--- src/rtl/cpu_pkg.sv ---
// Shared definitions for the multicycle mult/div units: default width, divider
// state encoding and the completion-pulse bundle both units drive.
package cpu_pkg;

   localparam int DIV_WIDTH = 32;

   typedef enum logic [1:0] {
      DIV_IDLE = 2'd0,
      DIV_CALC = 2'd1,
      DIV_SIGN = 2'd2,
      DIV_DONE = 2'd3
   } div_state_e;

   // Each field is a registered single-cycle pulse; at most one is set per cycle.
   typedef struct packed {
      logic stop;
      logic zero;
   } md_status_t;

   localparam md_status_t MD_STATUS_IDLE = '{stop: 1'b0, zero: 1'b0};

endpackage

--- src/rtl/div_step.sv ---
// One restoring-division iteration on magnitudes: shift {rem,quo} left and
// subtract the divisor when the shifted remainder is large enough.
module div_step #(
   parameter int WIDTH = 32
) (
   input  logic [WIDTH-1:0] rem_i,
   input  logic [WIDTH-1:0] quo_i,
   input  logic [WIDTH:0]   divisor_i,
   output logic [WIDTH-1:0] rem_o,
   output logic [WIDTH-1:0] quo_o
);

   logic [WIDTH:0]   shifted;
   logic [WIDTH+1:0] trial;
   logic [WIDTH+1:0] rem_full;
   logic             neg;
   logic             unused_rem_msb;

   // Extra guard bit: shifted can reach 2^32-1 when the divisor is 2^31.
   always_comb begin
      shifted  = {rem_i, quo_i[WIDTH-1]};
      trial    = {1'b0, shifted} - {1'b0, divisor_i};
      neg      = trial[WIDTH+1];
      rem_full = neg ? {1'b0, shifted} : trial;
      rem_o    = rem_full[WIDTH-1:0];
      quo_o    = {quo_i[WIDTH-2:0], ~neg};
   end

   assign unused_rem_msb = ^rem_full[WIDTH+1:WIDTH];

endmodule

--- src/rtl/div_unit.sv ---
// Multicycle signed divider: 32 restoring steps on magnitudes, then sign
// fix-up into HI (remainder) and LO (quotient) with DivStop/DivZero pulses.
module div_unit
   import cpu_pkg::*;
#(
   parameter int WIDTH = DIV_WIDTH
) (
   input  logic             clk,
   input  logic             reset,
   input  logic             DivCtrl,
   input  logic [WIDTH-1:0] A,
   input  logic [WIDTH-1:0] B,
   output logic [WIDTH-1:0] HI,
   output logic [WIDTH-1:0] LO,
   output logic             DivStop,
   output logic             DivZero
);

   localparam int CNT_W = $clog2(WIDTH) + 1;

   div_state_e       state_q, state_d;
   logic [WIDTH-1:0] rem_q, rem_d;
   logic [WIDTH-1:0] quo_q, quo_d;
   logic [WIDTH:0]   dvs_q, dvs_d;
   logic [CNT_W-1:0] cnt_q, cnt_d;
   logic             sgn_quo_q, sgn_quo_d;
   logic             sgn_rem_q, sgn_rem_d;
   logic [WIDTH-1:0] hi_q, hi_d;
   logic [WIDTH-1:0] lo_q, lo_d;
   md_status_t       status_q, status_d;

   logic signed [WIDTH:0] abs_a;
   logic signed [WIDTH:0] abs_b;
   logic [WIDTH-1:0]      step_rem;
   logic [WIDTH-1:0]      step_quo;
   logic                  unused_abs_a_msb;

   // One bit wider so that |0x80000000| stays +2^31.
   function automatic logic signed [WIDTH:0] abs_ext(input logic signed [WIDTH-1:0] v);
      logic signed [WIDTH:0] e;
      e = {v[WIDTH-1], v};
      return e[WIDTH] ? -e : e;
   endfunction

   assign abs_a            = abs_ext(A);
   assign abs_b            = abs_ext(B);
   assign unused_abs_a_msb = abs_a[WIDTH];

   div_step #(.WIDTH(WIDTH)) u_step (
      .rem_i     (rem_q),
      .quo_i     (quo_q),
      .divisor_i (dvs_q),
      .rem_o     (step_rem),
      .quo_o     (step_quo)
   );

   always_comb begin
      state_d   = state_q;
      rem_d     = rem_q;
      quo_d     = quo_q;
      dvs_d     = dvs_q;
      cnt_d     = cnt_q;
      sgn_quo_d = sgn_quo_q;
      sgn_rem_d = sgn_rem_q;
      hi_d      = hi_q;
      lo_d      = lo_q;
      status_d  = MD_STATUS_IDLE;

      unique case (state_q)
         DIV_IDLE: begin
            if (DivCtrl) begin
               if (B == '0) begin
                  status_d.zero = 1'b1;
               end else begin
                  rem_d     = '0;
                  quo_d     = abs_a[WIDTH-1:0];
                  dvs_d     = abs_b;
                  sgn_quo_d = A[WIDTH-1] ^ B[WIDTH-1];
                  sgn_rem_d = A[WIDTH-1];
                  cnt_d     = CNT_W'(WIDTH);
                  state_d   = DIV_CALC;
               end
            end
         end
         DIV_CALC: begin
            rem_d = step_rem;
            quo_d = step_quo;
            cnt_d = cnt_q - 1'b1;
            if (cnt_q == CNT_W'(1)) state_d = DIV_SIGN;
         end
         DIV_SIGN: begin
            // Negating the 0x80000000 magnitude wraps back to itself.
            lo_d          = sgn_quo_q ? -quo_q : quo_q;
            hi_d          = sgn_rem_q ? -rem_q : rem_q;
            status_d.stop = 1'b1;
            state_d       = DIV_DONE;
         end
         DIV_DONE: begin
            state_d = DIV_IDLE;
         end
         default: state_d = DIV_IDLE;
      endcase
   end

   always_ff @(posedge clk or negedge reset) begin
      if (!reset) begin
         state_q   <= DIV_IDLE;
         rem_q     <= '0;
         quo_q     <= '0;
         dvs_q     <= '0;
         cnt_q     <= '0;
         sgn_quo_q <= 1'b0;
         sgn_rem_q <= 1'b0;
         hi_q      <= '0;
         lo_q      <= '0;
         status_q  <= MD_STATUS_IDLE;
      end else begin
         state_q   <= state_d;
         rem_q     <= rem_d;
         quo_q     <= quo_d;
         dvs_q     <= dvs_d;
         cnt_q     <= cnt_d;
         sgn_quo_q <= sgn_quo_d;
         sgn_rem_q <= sgn_rem_d;
         hi_q      <= hi_d;
         lo_q      <= lo_d;
         status_q  <= status_d;
      end
   end

   assign HI      = hi_q;
   assign LO      = lo_q;
   assign DivStop = status_q.stop;
   assign DivZero = status_q.zero;

endmodule

--- config.mk ---
export PLATFORM = sky130hd
export DESIGN_NAME = div_unit
export DESIGN_NICKNAME = d
export VERILOG_FILES = /design/src/rtl/cpu_pkg.sv /design/src/rtl/div_step.sv /design/src/rtl/div_unit.sv
export SDC_FILE = /design/constraint.sdc
export NUM_CORES = 1
export LEC_CHECK = 0
export ABC_CLOCK_PERIOD_IN_PS = 3100
export CORE_MARGIN = 2
export CORE_UTILIZATION = 60
export DETAILED_ROUTE_END_ITERATION = 10
export DONT_BUFFER_PORTS = 1
export PLACE_DENSITY = 0.76
export SLEW_MARGIN = 20
export SYNTH_ARGS = -nofsm -noshare
export SYNTH_HDL_FRONTEND = slang
export SYNTH_SLANG_ARGS = --single-unit
--- constraint.sdc ---
create_clock -name clk -period 3.1 [get_ports clk]
set_input_delay 0.62 -clock clk [delete_from_list [all_inputs] [get_ports clk]]
set_output_delay 0.62 -clock clk [all_outputs]
set_load 0.05 [all_outputs]
# --- After elaboration in Yosys (flattened, before gate mapping) ---
# Index checks and enable logic that the tools add are counted.
op_classes:
  n_mux: 22
  n_reduce_logical: 6
  multipliers: 0
  shift: 0
  n_eq_ne: 7
  n_lt_le_gt_ge: 0
  div: 0
  addsub: 6
  n_bitwise: 3
ops:
  columns: ["op", "count"]
  rows:
  - ["$mux W32", 8]
  - ["$pmux W32 S2", 2]
  - ["$neg A32 Y32", 3]
  - ["$sub A33 B33 Y34", 1]
  - ["$mux W33", 1]
  - ["$neg A32 Y33", 1]
  - ["$logic_not A32 Y1", 1]
  - ["$mux W6", 2]
  - ["$pmux W6 S2", 1]
  - ["$reduce_and A3 Y1", 3]
  - ["$pmux W2 S4", 1]
  - ["$eq A6 B1 Y1 const B", 1]
  - ["$mux W2", 3]
  - ["$ne A2 B2 Y1 const B", 3]
  - ["$sub A6 B1 Y6 const B", 1]
  - ["$eq A2 B2 Y1 const B", 2]
  - ["$mux W1", 4]
  - ["$eq A2 B1 Y1 const B", 1]
  - ["$logic_not A2 Y1", 1]
  - ["$not A1 Y1", 2]
  - ["$reduce_bool A2 Y1", 1]
  - ["$xor A1 B1 Y1", 1]
totals:
  output_inout_bits: 66
  register_bits: 173
  mem_bits_rw: 0
  inputBits: 67
  wordCells: 55
  mem_bits_ro: 0
  latch_bits: 0
  memories: 0

# --- Logic depth before layout (Yosys ltp) ---
# Gate-level depths: netlist (run 1).
logic_depth:
  word_depth: 5
  mapped_depth: 12
  ltp_nobuf: 11

# --- By module ---
# A second synthesis (run 1) with hierarchy kept.
unflattened:
  cells_unflattened: 1335
  hier_area_um2: 12017.8
by_module_without_submodules:
  columns: ["module", "seq_area_each_um2", "instances", "area_each_um2", "cells_per_inst"]
  rows:
  - ["div_unit", 4329.2, 1, 9262.6, 973]
  - ["div_step", 0.0, 1, 2755.1, 362]

# --- Worst setup path before layout (run 1) ---
# OpenSTA, ideal clock, no wires.
synth_timing:
  path_type: "input to register"
  startpoint: "in B[0]"
  endpoint: "reg rem_q[31]"
  arrival_ps: 2855
  stages: 11
  n_path_buf: 2
  setup_time_ps: 129
  required_ps: 2971
  slack_ps: 116
  cell_sequence: "inv_1 -> ha_1 -> or4b_1 -> or4b_1 -> buf_2 -> o31ai_4 -> a21boi_2 -> o2111ai_1 -> and2_1 -> buf_4 -> o21ai_1"
synth_between:
  elab_chain_len: 3
synth_lines:
  columns: ["element", "line_no", "rtl"]
  rows:
  - ["start, declared", "div_unit.sv:12", "input logic [WIDTH-1:0] B,"]
  - ["$logic_not A32 Y1", "div_unit.sv:72", "if (B == '0) begin"]
  - ["$ne A2 B2 Y1 (no source line)", null, null]
  - ["$reduce_and A3 Y1 (no source line)", null, null]
  - ["end signal, assigned", "div_unit.sv:119", "rem_q <= rem_d;"]
  - ["end, declared", "div_unit.sv:22", "logic [WIDTH-1:0] rem_q, rem_d;"]
# Every way passes these cells.
# A chain may end at the register's enable or synchronous reset.

# --- Final worst setup path (run 1) ---
layout_timing:
  startpoint: "reg rem_q[4]"
  endpoint: "reg rem_q[30]"
layout_between:
  elab_chain_len: 3
layout_lines:
  columns: ["element", "line_no", "rtl"]
  rows:
  - ["$sub A33 B33 Y34", "div_step.sv:22", "trial = {1'b0, shifted} - {1'b0, divisor_i};"]
  - ["$mux W32", "div_step.sv:24", "rem_full = neg ? {1'b0, shifted} : trial;"]
  - ["$pmux W32 S2", "div_unit.sv:69", "unique case (state_q)"]
# Every way passes these cells.

==> impl_metrics.yaml, run 1 <==
run_status:
  status: "finished with violations"
  violations: "negative hold slack"
drt:
  viasPerCell: 6.03
  drc: 0
  drt_iter0_drc: 523
  postRouteWirelength_um: 25900
  drt_first_pass_iters: 7
  vias: 9397
  wire_per_inst_um: 16.6
  detail-route-antenna-nets: 0
synthesis:
  syn_nets: 1421
  async_flop_share_pct: 100
  synth-seq-area-share_pct: 38.1
  ys_warn_count: 0
  synth-xor-area-share_pct: 11.4
  synthMuxAreaShare_pct: 3.35
  ys_types: 67
  synth_cells: 1310
  synthSimpleGateAreaFrac_pct: 17.0
  synth_top_area_share_pct: 38.1
  synth_largest_area_cell: "dfrtp_1"
  synth-compound-area-share_pct: 20.8
  ys_seq_elements: 173
  postSynthAreaPerCell_sq_um: 8.66
  synthAdderAreaFrac_pct: 4.92
  synth_top_family_by_area: "compound AO/OA/AOI/OAI gates"
  yosys_most_used_dff: "dfrtp_1"
  synth.cell_area_sq_um: 11400
  synth_edf_count: 0
  synth.area.top_cells: "dfrtp_1 (38%), xor2_1 (8.5%), a21oi_1 (6.2%), ha_1 (4.7%), nor2_1 (4.5%)"
clocking:
  insertion_delay_ps: 440
  clk_pin_slew_ps: 70
  cts_tree: "done"
  cts_setup_buffers: 0
  cts_sinks: 173
  htreeDepth: 4
  cts_made_buffers: 17
  cts_max_path_buffers: 2
  root_buffer: "clkbuf_16"
die:
  initial_utilization_pct: 60.9
  floorplan.die.width_um: 142
  io_pins: 133
  die_h_um: 142
  rows: 50
  dieArea_sq_um: 20000
  core_sq_um: 18600
min_path:
  min_path_type: "in -> async"
sta:
  rsz0062_at_grt: "no"
  skew_ps: 11.7
  tns_ps: 0
  max_slew_margin_pct: 38.5
  clock.fmax_ghz: 0.341
  fin_crit_sh_pct: 94.7
  slew_viol_final: 0
  worst_pin_slew_ps: 923
  finalCriticalPeriod_ps: 2940
  finalSetupViolCount: 0
  hold_viol: 173
  hold_ws_ps: -121
  layout_setup_ws_ps: 163
global_route:
  antenna_found_initial: 0
  grtUsageTotal_pct: 26.6
  grt_pass1_wl_um: 43200
  grt-ovfl-total: 0
  grt_pass1_vias: 8823
  grt_max_degree: 174
pwr:
  power_uw: 14000
  ir_worst_vdd_v: 0.000581
  power.density_nw_per_um2: 1120
  power.leakage_uw: 0.00563
cells_and_area:
  mostFrequentLayoutCells: "dfrtp_1 (172), a21oi_1 (140), nor2_1 (134)"
  n_antenna_cell: 0
  layout_commonest_cell: "dfrtp_1"
  finalNetCount: 1422
  syn_to_final_growth_pct: 9.62
  layout-drive-gt1-share_pct: 9.21
worst_setup_path:
  crit_chain: "ha_1, a21o_1, or3_1, o21ai_0, a211oi_2, nor2_1, o211a_1, mux2i_1, o211ai_1"
  crit-reg2reg-launch: "rem_q[4]"
  start_kind: "flop"
  crit_start: "rem_q[4]"
  critPathBufInv: 0
  critPathTopFamily: "compound AO/OA/AOI/OAI gates"
  end_kind: "flop"
  slowest_delay_ps: 500
  crit_slowest_cell: "o21ai_0"
  required_ps: 3400
  path_max_fanout: 4
  worstSetupPathType: "reg -> reg"
  cp.arrival_ps: 3240
place:
  dpl_worst_slack_ps: 7.20
  hpwl_um: 18900
  gp_congestion: 0.900
  io_buffer_count: 0
job:
  maxCapViolCount: 0
## sequential cells by signal, indices dropped and copies added (netlist names)
| register | count |
|---|---|
| DivStop | 1 |
| DivZero | 1 |
| HI | 32 |
| LO | 32 |
| cnt_q | 6 |
| dvs_q | 33 |
| quo_q | 32 |
| rem_q | 32 |
| sgn_quo_q | 1 |
| sgn_rem_q | 1 |
| state_q | 2 |
## power breakdown
group | leakage, uW | internal [uW] | switching [uW]
logic | 0.00325 | 2610 | 3520
clock network | 0.000290 | 1230 | 950
registers | 0.00209 | 3200 | 2440
## stage by stage
step	hold slack (ps)	util (%)	instances	area, sq um
floorplan	324	-	1310	11400
finish	-121	66.7	1558	12400
CTS	-139	66.6	1558	12400
global placement	331	63.4	1526	11800
global route	-144	66.7	1558	12400
detailed placement	329	63.4	1526	11800
## cell usage after synthesis, types with 8 or more instances
master and count:
dfrtp_1 173, a21oi_1 140, nor2_1 135, nand2_1 122, xor2_1 110, o21ai_0 84
inv_1 55, clkbuf_1 44, ha_1 43, o21ai_1 39, xnor2_1 38, o31ai_1 34
mux2i_1 29, nand3_1 21, o41ai_1 19, nor3_1 17, or4_1 16, a32oi_1 13
a21o_1 11, nand2b_1 11, buf_1 10, nor4_1 10, nor2b_1 9, mux2_2 8
or2_2 8
## cell families after synthesis
family / after synthesis
and+or+nand+nor: 398
adders and majority gates: 44
AOI/OAI and AO/OA: 388
buffers and inverters: 122
xor gates and xnor gates: 148
DFF: 173
muxes: 37
## routing by layer
metal / global-route usage [%] / up-vias / share of wire (%)
li1: - / 4649 / -
met1: 37.1 / 4478 / 47
met2: 43.2 / 243 / 46
met3: 4.29 / 27 / 5.3
met4: 7.53 / 0 / 1.6
met5: 0 / - / 0
## area by class of cell
cell class,instances,area [sq um]
Clock buffer,20,447
Timing Repair Buffer,49,443
Clock inverter,12,151
Multi-Input combinational cell,1015,6570
Fill cell,1560,6200
Sequential cell,173,4330
Tap cell,234,293
Inverter,55,206
## final timing paths
kind | cells past startpoint | slack [ps] | endpoint
worst min register to register | 2 | 500 | dvs_q[32]
worst max register to register | 9 | 160 | rem_q[30]
min in group clk | 2 | 340 | dvs_q[31]
worst max-delay path | 9 | 160 | rem_q[30]
max in group asynchronous | 0 | 2880 | rem_q[30]
worst min-delay path | 0 | -120 | LO[24]
## what timing repair did
item | 4_1_cts | 5_1_grt
resized for setup | 0 | 5
endpoints found under the setup margin | 0 | 12
endpoints found under the hold margin | 173 | 173
Note: power is estimated with default switching activity, not from simulation.
==> inputs of run 2 (changes only) <==
--- a/config.mk
+++ b/config.mk
@@ -5,11 +5,12 @@
 export SDC_FILE = /design/constraint.sdc
 export NUM_CORES = 1
 export LEC_CHECK = 0
-export ABC_CLOCK_PERIOD_IN_PS = 3100
+export ABC_CLOCK_PERIOD_IN_PS = 3500
 export CORE_MARGIN = 2
 export CORE_UTILIZATION = 60
 export DETAILED_ROUTE_END_ITERATION = 10
 export DONT_BUFFER_PORTS = 1
+export GPL_TIMING_DRIVEN = 0
 export PLACE_DENSITY = 0.76
 export SLEW_MARGIN = 20
 export SYNTH_ARGS = -nofsm -noshare
==> constraint.sdc (replaced) <==
create_clock -name clk -period 3.5 [get_ports clk]
set_input_delay 0.7 -clock clk [delete_from_list [all_inputs] [get_ports clk]]
set_output_delay 0.7 -clock clk [all_outputs]
set_load 0.05 [all_outputs]
==> run 2 against run 1 <==
  * The flow still finishes with violations (negative hold slack)
  * Combinational power shrank 11%
  * Via count grew 0.74%
  * Total power shrank 12%
  * Sequential power shrank 12%
  * Critical path type unchanged
  * Critical endpoint is now rem_q[10]
==> impl_metrics.yaml, run 2 (same netlist as run 1, synthesis figures left out) <==
cells_and_area:
  n_antenna_cell: 0
  finalNetCount: 1440
  largest-register: "dvs_q"
  fin_util_pct: 65.7
  layout_commonest_cell: "dfrtp_1"
  syn_to_final_growth_pct: 7.84
  fillers: 1587
  layout-drive-gt1-share_pct: 6.11
  mostFrequentLayoutCells: "dfrtp_1 (173), a21oi_1 (140), nor2_1 (135)"
  largest_reg_flops: 33
global_route:
  grt_max_degree: 174
  grt_pass1_wl_um: 46400
  grt-ovfl-total: 0
  antenna_found_initial: 0
  grtUsageTotal_pct: 29.1
  grt_pass1_vias: 9176
pwr:
  power.density_nw_per_um2: 1010
  combinationalPowerShare_pct: 44.3
  clockPowerShare_pct: 15.4
  switching_share_pct: 51.5
  p_int_uw: 5970
  ir_worst_vdd_v: 0.000416
  power.switching_uw: 6330
  seq_power_share_pct: 40.3
  power.leakage_uw: 0.00546
die:
  die_h_um: 142
  core_sq_um: 18600
  rows: 50
  dieArea_sq_um: 20000
  initial_utilization_pct: 60.9
  io_pins: 133
  floorplan.die.width_um: 142
sta:
  rsz0062_at_grt: "no"
  slew_viol_final: 0
  fin_crit_sh_pct: 94.5
  hold_viol: 120
  finalCriticalPeriod_ps: 3310
  finalSetupViolCount: 0
  max_slew_margin_pct: 40.8
  worst_pin_slew_ps: 887
  tns_ps: 0
  hold_ws_ps: -47.1
  clock.fmax_ghz: 0.302
  skew_ps: 7.79
  layout_setup_ws_ps: 193
run_status:
  status: "finished with violations"
  violations: "negative hold slack"
worst_setup_path:
  cp.arrival_ps: 3610
  path_max_fanout: 10
  cp-endpoint: "rem_q[10]"
  end_kind: "flop"
  regToRegSetupSlack_ps: 190
  crit_start: "rem_q[7]"
  worstSetupPathType: "reg -> reg"
  required_ps: 3800
  rr_worst_depth: 10
  start_kind: "flop"
  crit-reg2reg-launch: "rem_q[7]"
  r2r-end: "rem_q[10]"
clocking:
  cts_made_buffers: 17
  insertion_delay_ps: 440
  cts_max_path_buffers: 2
  cts_tree: "done"
  cts_sinks: 173
  clk_pin_slew_ps: 70
  htreeDepth: 4
  root_buffer: "clkbuf_16"
place:
  dpl_worst_slack_ps: -157
  gp_congestion: 0.874
  hpwl_um: 21700
  io_buffer_count: 0
drt:
  wire_per_inst_um: 18.4
  detail-route-antenna-nets: 0
  viasPerCell: 6.01
  drc: 0
  postRouteWirelength_um: 29000
  vias: 9467
  drt_first_pass_iters: 5
  drt_iter0_drc: 582
min_path:
  min_path_type: "in -> async"
job:
  maxCapViolCount: 0
[run 2: cell count changes in the layout (fill, tap and decap cells not counted), sizes merged]
cell	before	now
clkinvlp	1	3
clkbuf	20	64
buf	49	22
bufinv	2	1
[run 2: worst min-delay path by stage]
stage               startpoint       to  slack (ps)  depth (start not counted)
finish                   reset   LO[25]         -50                          0
global route             reset   LO[23]         -60                          0
CTS                      reset   LO[25]         -50                          0
detailed placement       reset   LO[25]         410                          0
global placement         reset   LO[25]         410                          0
floorplan                reset  DivStop         400                          0
[run 2: timing repair]
| action | 4_1_cts | 5_1_grt |
|---|---|---|
| endpoints found under the setup margin | 30 | 5 |
| hold endpoints to repair | 173 | 173 |
| buffers inserted | 0 | 0 |
| resized for setup | 2 | 1 |
[run 2: through the flow]
| step | total power (uW) | cell area [sq um] | std cells |
|---|---|---|---|
| after floorplan | 8980 | 11400 | 1310 |
| after CTS | 12300 | 12200 | 1576 |
| after global routing | 13200 | 12200 | 1576 |
| after global placement | 10200 | 11600 | 1544 |
| after detailed placement | 10400 | 11600 | 1544 |
| final | 12300 | 12200 | 1576 |
[run 2: area by class of cell]
class	count	area [sq um]	area share, %
clock inverter	13	130	1.06
inverter	55	206	1.69
sequential	173	4330	35.4
tap	234	293	2.39
multi-input combinational	1015	6540	53.4
buffer	67	292	2.38
clock buffer	19	453	3.70
[run 2: power by group through the flow]
stage	clock [uW]	combinational [uW]	sequential (uW)
after global routing	2000	6120	5060
final	1890	5450	4960
after global placement	0	5250	4960
after detailed placement	0	5380	4990
after floorplan	0	4250	4730
after CTS	1900	5430	4960
[run 2: routing by layer]
layer	part of all wire, %	global-route usage [%]	wire [um]	vias to the layer above
li1	-	-	-	4665
met3	5.8	5.67	1680	56
met2	49	50.1	14200	292
met4	3.1	10.3	885	0
met1	42	36.8	12200	4454
met5	0	0	0	-
[run 2: critical path: stages, from the launching register on]
cell	delay, ps
dfrtp_1	490
ha_1	420
a21oi_1	210
nor2_1	90
a211o_1	330
a22oi_1	340
a211oi_2	150
o21ai_2	400
buf_2	390
mux2i_1	270
o21ai_1	90
==> inputs of run 3 (changes only) <==
--- a/config.mk
+++ b/config.mk
@@ -7,11 +7,10 @@
 export LEC_CHECK = 0
 export ABC_CLOCK_PERIOD_IN_PS = 3500
 export CORE_MARGIN = 2
-export CORE_UTILIZATION = 60
+export CORE_UTILIZATION = 35
 export DETAILED_ROUTE_END_ITERATION = 10
 export DONT_BUFFER_PORTS = 1
 export GPL_TIMING_DRIVEN = 0
-export PLACE_DENSITY = 0.76
 export SLEW_MARGIN = 20
 export SYNTH_ARGS = -nofsm -noshare
 export SYNTH_HDL_FRONTEND = slang
==> run 3 against run 2 <==
  * Sequential share of layout area decreased by 0.62 points
  * Combinational power about the same
  * Utilization decreased by 26 points
  * Global-route usage decreased by 10 points
  * Die area increased by 69%
  * Register-to-register slack improved by 60 ps
  * The flow still finishes with violations (negative hold slack)
  * Fmax increased by 0.72%
  * Non-clock buffer count increased by 2
  * Critical path depth unchanged
  * Clock skew increased by 5.4 ps
==> impl_metrics.yaml, run 3 (same netlist as run 1, synthesis figures left out) <==
drt:
  detail-route-antenna-nets: 0
  drt_iter0_drc: 752
  vias: 9512
  drt_first_pass_iters: 5
  drc: 0
  viasPerCell: 5.45
  wire_per_inst_um: 18.0
  postRouteWirelength_um: 31400
place:
  dp_cells: 1712
  io_buffer_count: 0
  placed_area_sq_um: 11900
  hpwl_um: 24000
  dpl_worst_slack_ps: -239
  gp_congestion: 0.898
sta:
  slew_viol_final: 0
  clock.fmax_ghz: 0.305
  max_slew_margin_pct: 29.1
  worst_pin_slew_ps: 1060
  fin_crit_sh_pct: 93.8
  hold_ws_ps: -50.9
  skew_ps: 13.2
  tns_ps: 0
  finalCriticalPeriod_ps: 3280
  finalSetupViolCount: 0
  hold_viol: 131
  layout_setup_ws_ps: 217
pwr:
  seq_power_share_pct: 40.6
  switching_share_pct: 52.0
  p_int_uw: 5950
  ir_worst_vdd_v: 0.000439
  power_uw: 12400
  power.density_nw_per_um2: 996
  power.leakage_uw: 0.00546
  clockPowerShare_pct: 15.2
  power.switching_uw: 6450
  combinationalPowerShare_pct: 44.2
job:
  maxCapViolCount: 0
run_status:
  violations: "negative hold slack"
  status: "finished with violations"
worst_setup_path:
  cp.arrival_ps: 3590
  path_max_fanout: 10
  required_ps: 3800
  start_kind: "input port"
  end_kind: "flop"
  worstSetupPathType: "in -> reg"
cells_and_area:
  layout_commonest_cell: "dfrtp_1"
  largest_reg_flops: 33
  n_antenna_cell: 0
  layout-drive-gt1-share_pct: 6.10
  design_area_sq_um: 12500
  finalNonFillerCells: 1746
  fillers: 3233
  mostFrequentLayoutCells: "dfrtp_1 (173), a21oi_1 (140), nor2_1 (135)"
  largest-register: "dvs_q"
  finalNetCount: 1442
  syn_to_final_growth_pct: 9.76
die:
  io_pins: 133
  rows: 65
  floorplan.die.width_um: 184
  dieArea_sq_um: 33900
  initial_utilization_pct: 35.8
  die_h_um: 184
  core_sq_um: 31700
global_route:
  grt_pass1_vias: 9233
  grtUsageTotal_pct: 18.8
  grt-ovfl-total: 0
  grt_max_degree: 174
  grt_pass1_wl_um: 49700
  antenna_found_initial: 1
clocking:
  cts_sinks: 173
  clk_pin_slew_ps: 70
  root_buffer: "clkbuf_16"
  cts_max_path_buffers: 2
  cts_made_buffers: 17
  cts_tree: "done"
  insertion_delay_ps: 440
  htreeDepth: 4
min_path:
  min_path_type: "in -> async"
## run 3: final timing paths
check | start | to | slack [ps] | cells after the start
max in group asynchronous | reset | dvs_q[12] | 3300 | 0
hold / removal | reset | LO[24] | -50 | 0
setup / recovery | B[1] | sgn_quo_q | 220 | 10
setup reg to reg | rem_q[9] | rem_q[31] | 250 | 10
hold reg to reg | dvs_q[32] | dvs_q[32] | 500 | 2
min in group clk | B[0] | dvs_q[0] | 410 | 1
## run 3: through the flow
stage | hold slack (ps) | util [%]
detailed placement | 413 | 37.4
finish | -50.9 | 39.3
global route | -70.9 | 39.3
CTS | -60.6 | 39.2
global placement | 414 | 37.4
floorplan | 404 | -
## run 3: final cells by class
type                            count  area (sq um)  share of cell area, %
Multi-Input combinational cell   1015          6540                   52.5
Sequential cell                   173          4330                   34.7
Tap cell                          402           503                   4.04
Clock buffer                       19           443                   3.56
Buffer                             67           292                   2.34
Inverter                           55           206                   1.66
Clock inverter                     13           130                   1.04
Timing Repair Buffer                2          15.0                  0.121
## run 3: metal layers
metal	up-vias	share of wire (%)	wire length, um	track usage [%]
li1	4672	-	-	-
met1	4544	46	14300	25.0
met2	262	47	14800	31.3
met3	34	5.4	1700	3.19
met4	0	1.9	595	5.66
met5	-	0	0	0
## run 3: worst max-delay path, stage by stage
cell	delay, ps
inv_1	40
ha_1	160
or4b_1	540
or4b_1	540
buf_2	180
nor3_2	140
nor2_1	180
clkbuf_1	340
clkbuf_1	350
a21oi_1	390
## run 3: power by group through the flow
| stage | Clock, uW | Combinational [uW] | Sequential (uW) |
|---|---|---|---|
| after global placement | 0 | 5330 | 5070 |
| after global routing | 2000 | 6190 | 5140 |
| after detailed placement | 0 | 5420 | 5090 |
| final | 1890 | 5480 | 5030 |
| after CTS | 1930 | 5460 | 5050 |
| after floorplan | 0 | 4250 | 4730 |
## run 3: repair_timing
item	in CTS	in global routing
hold endpoints to repair	173	173
setup endpoints to repair	30	12
pin swaps	0	1
gates resized for setup	2	1
setup buffers	0	2
==> edit: new RTL, config.mk and constraints of run 2 <==
Put a register stage on the outputs `DivStop` and `DivZero`, with the module's reset. The values now appear one clock later. The other outputs are not delayed to match.
--- a/src/rtl/div_unit.sv
+++ b/src/rtl/div_unit.sv
@@ -131,6 +131,13 @@
    assign HI      = hi_q;
    assign LO      = lo_q;
-   assign DivStop = status_q.stop;
-   assign DivZero = status_q.zero;
+   always_ff @(posedge clk or negedge reset) begin
+      if (!reset) begin
+         DivStop <= '0;
+         DivZero <= '0;
+      end else begin
+         DivStop <= status_q.stop;
+         DivZero <= status_q.zero;
+      end
+   end
 
 endmodule
Behaviour: not the same (a bounded check fails within 4 cycles, from zero or initial values and one cycle with reset low).
==> edit against run 2 <==
Critical endpoint is now sgn_quo_q$_DFFE_PN0P_. Largest cell class unchanged. Power increased by 0.36%. Setup slack gained 11 ps. Area after synthesis increased by 0.44%. Global-route usage shrank 0.35 points. Routed wire length shrank 1.7%. Count of clock-buffer cells in the layout decreased by 1. Sequential cell count rose by 2. Non-clock buffer count did not move. Critical path depth unchanged. Worst hold slack gained 7.5 ps. Design area up 0.46%. The run still ends with hold timing left. Final cell count up 0.13%. Fmax grew 0.34%.
==> edit: results (changes against run 2) <==
Run status
  – Status: finished with violations
  – Failing checks: hold timing

Yosys
  – Largest family of logic cells by synthesized area: compound AO/OA/AOI/OAI gates
  – Synth Cell Area: 11400 sq um (+0.44%)
  – Seq/Total Area, Yosys: 38.4% (+0.27 points)
  – Post-synthesis compound-gate area fraction: 20.7% (-0.091 points)
  – Yosys Warn Count: 0 (unchanged)
  – Xor and xnor area share after synthesis: 11.4% (-0.050 points)
  – Post-synthesis mux area share: 3.34% (-0.015 points)
  – Synth area leaders: dfrtp_1 38%, xor2_1 8.5%, a21oi_1 6.1%
  – Asr flop ratio synth: 100% (unchanged)
  – Synth top cells by count: 175 x dfrtp_1, 140 x a21oi_1, 135 x nor2_1
  – Adder-Cell Fraction of Synth Area: 4.89% (-0.022 points)

Clocking
  – CTS Buf Count: 17 (unchanged)
  – Clk pin slew, worst setup/hold paths: 70 ps (about the same)
  – Clk_lat worst skew: 440 ps (about the same)
  – Longest Clk Path Bufs: 2 (unchanged)
  – H-tree depth: 4 (unchanged)
  – Clock sinks: 175 (+1.2%)

Layout
  – Sequential cell area share: 35.6% (+0.25 points)
  – Net count, final: 1442 (+0.14%)
  – Clock network area share: 4.79% (+0.029 points)
  – Area growth from synthesis to layout: 7.86% (about the same)
  – Layout cell share with drive strength beyond 1: 6.03% (-0.083 points)
  – Non-clock buffers, area share: 2.37% (-0.011 points)
  – Layout clock buffer count: 18 (-1)
  – Multi-input gate count: 1015 (unchanged)
  – Multi-input gate share of total cell area: 53.2% (-0.24 points)
  – Final-layout fill cell count: 1562 (-1.6%)

Power and ir drop
  – P_comb: 5.46 mW (about the same)
  – Leak Pwr: 5.47 nW (+0.27%)
  – Peak supply drop: 424 uV (+1.9%)
  – NetSw: 6.32 mW (-0.19%)

Global route
  – Number of global-route vias before repair: 9218 (+0.46%)
  – GR Util met2: 49.2% (-0.92 points)
  – Grt met1 use: 37.2% (+0.33 points)
  – Largest net degree at the start of global routing: 176 (+1.1%)
  – Overall global routing resource usage: 28.8% (-0.35 points)
  – GR Layer Usage met3: 4.99% (-0.67 points)
  – First-pass GRT wire length: 45900 um (-1.0%)

Place
  – Dpl hpwl: 21400 um (-1.6%)
  – Area after DPL: 11700 sq um (+0.43%)
  – Number of port buffers: 0 (unchanged)
  – GP Congestion: 0.974 (+11%)

STA
  – Slew @ Worst Pin: 831 ps (-56.7 ps)
  – Worst Hold Slack: -39.6 ps (+7.46 ps)
  – Final Skew: 7.60 ps (-0.190 ps)
  – Final-report hold violation count: 143 (+19%)

Drt
  – Met2 wire len: 13600 um (-3.7%)
  – Iter 0 DRT Violations: 717 (+23%)
  – Final wirelength: 28500 um (-1.7%)
  – Uppermost layer routed: met4
  – Drt first pass iters: 7 (+2)
  – Via count: 9587 (+1.3%)
  – Met3 routed wirelength: 1720 um (+2.3%)
  – Met1 WL: 12400 um (+1.3%)

Critical path
  – Delay of the slowest critical-path stage: 550 ps (+60 ps)
  – Crit path DAT: 3600 ps (about the same)
  – R2R Setup Slk: 210 ps (+20 ps)
  – CP max stage cell: or4b_1
## edit: cell count changes in the layout (fill, tap and decap cells not counted)
| cell | delta |
|---|---|
| clkinvlp_4 | +3 |
| clkbuf_1 | +1 |
| clkinv_2 | -1 |
| inv_6 | -3 |
| bufinv_16 | +1 |
| dfrtp_1 | +2 |
| clkbuf_8 | -2 |
| clkinv_4 | +1 |
## edit: what timing repair did
item                                   CTS  global route
cloned                                   0             0
buffers inserted                         0             0
setup endpoints to repair               15            30
endpoints found under the hold margin  175           175
resized for setup                        1             2
## edit: cells by family after synthesis
family	after synthesis
xor+xnor	148
simple gates	398
buf+inv	122
mux	37
compound gates	388
flops	175
fa+ha+maj	44
## edit: through the flow
step / setup WS [ps] / std cells / TNS, ps / utilization [%] / hold WS, ps
after floorplan: 436 / 1312 / 0 / - / 331
after global placement: -140 / 1546 / -1470 / 62.5 / 333
after detailed placement: -140 / 1546 / -1510 / 62.5 / 345
after CTS: 34.1 / 1578 / 0 / 65.7 / -45.5
after global routing: 75.9 / 1578 / 0 / 65.7 / -55.3
final: 204 / 1578 / 0 / 65.7 / -39.6
## edit: path summary, 6_finish.rpt
| check | from | end |
|---|---|---|
| worst min-delay path | reset | DivStop$_DFF_PN0_ |
| max in group asynchronous | reset | HI[30]$_DFFE_PN0P_ |
| worst max-delay path | B[0] | sgn_quo_q$_DFFE_PN0P_ |
| worst min register to register | status_q[0]$_DFF_PN0_ | DivZero$_DFF_PN0_ |
| worst max register to register | rem_q[7]$_DFFE_PN0P_ | rem_q[12]$_DFFE_PN0P_ |
| min in group clk | status_q[0]$_DFF_PN0_ | DivZero$_DFF_PN0_ |
## edit: worst max-delay path, delay by kind of cell
family,cells,cell delay (ps)
buffers and inverters,4,910
and+or+nand+nor,4,1400
AOI/OAI and AO/OA,1,400
adders and majority gates,1,170
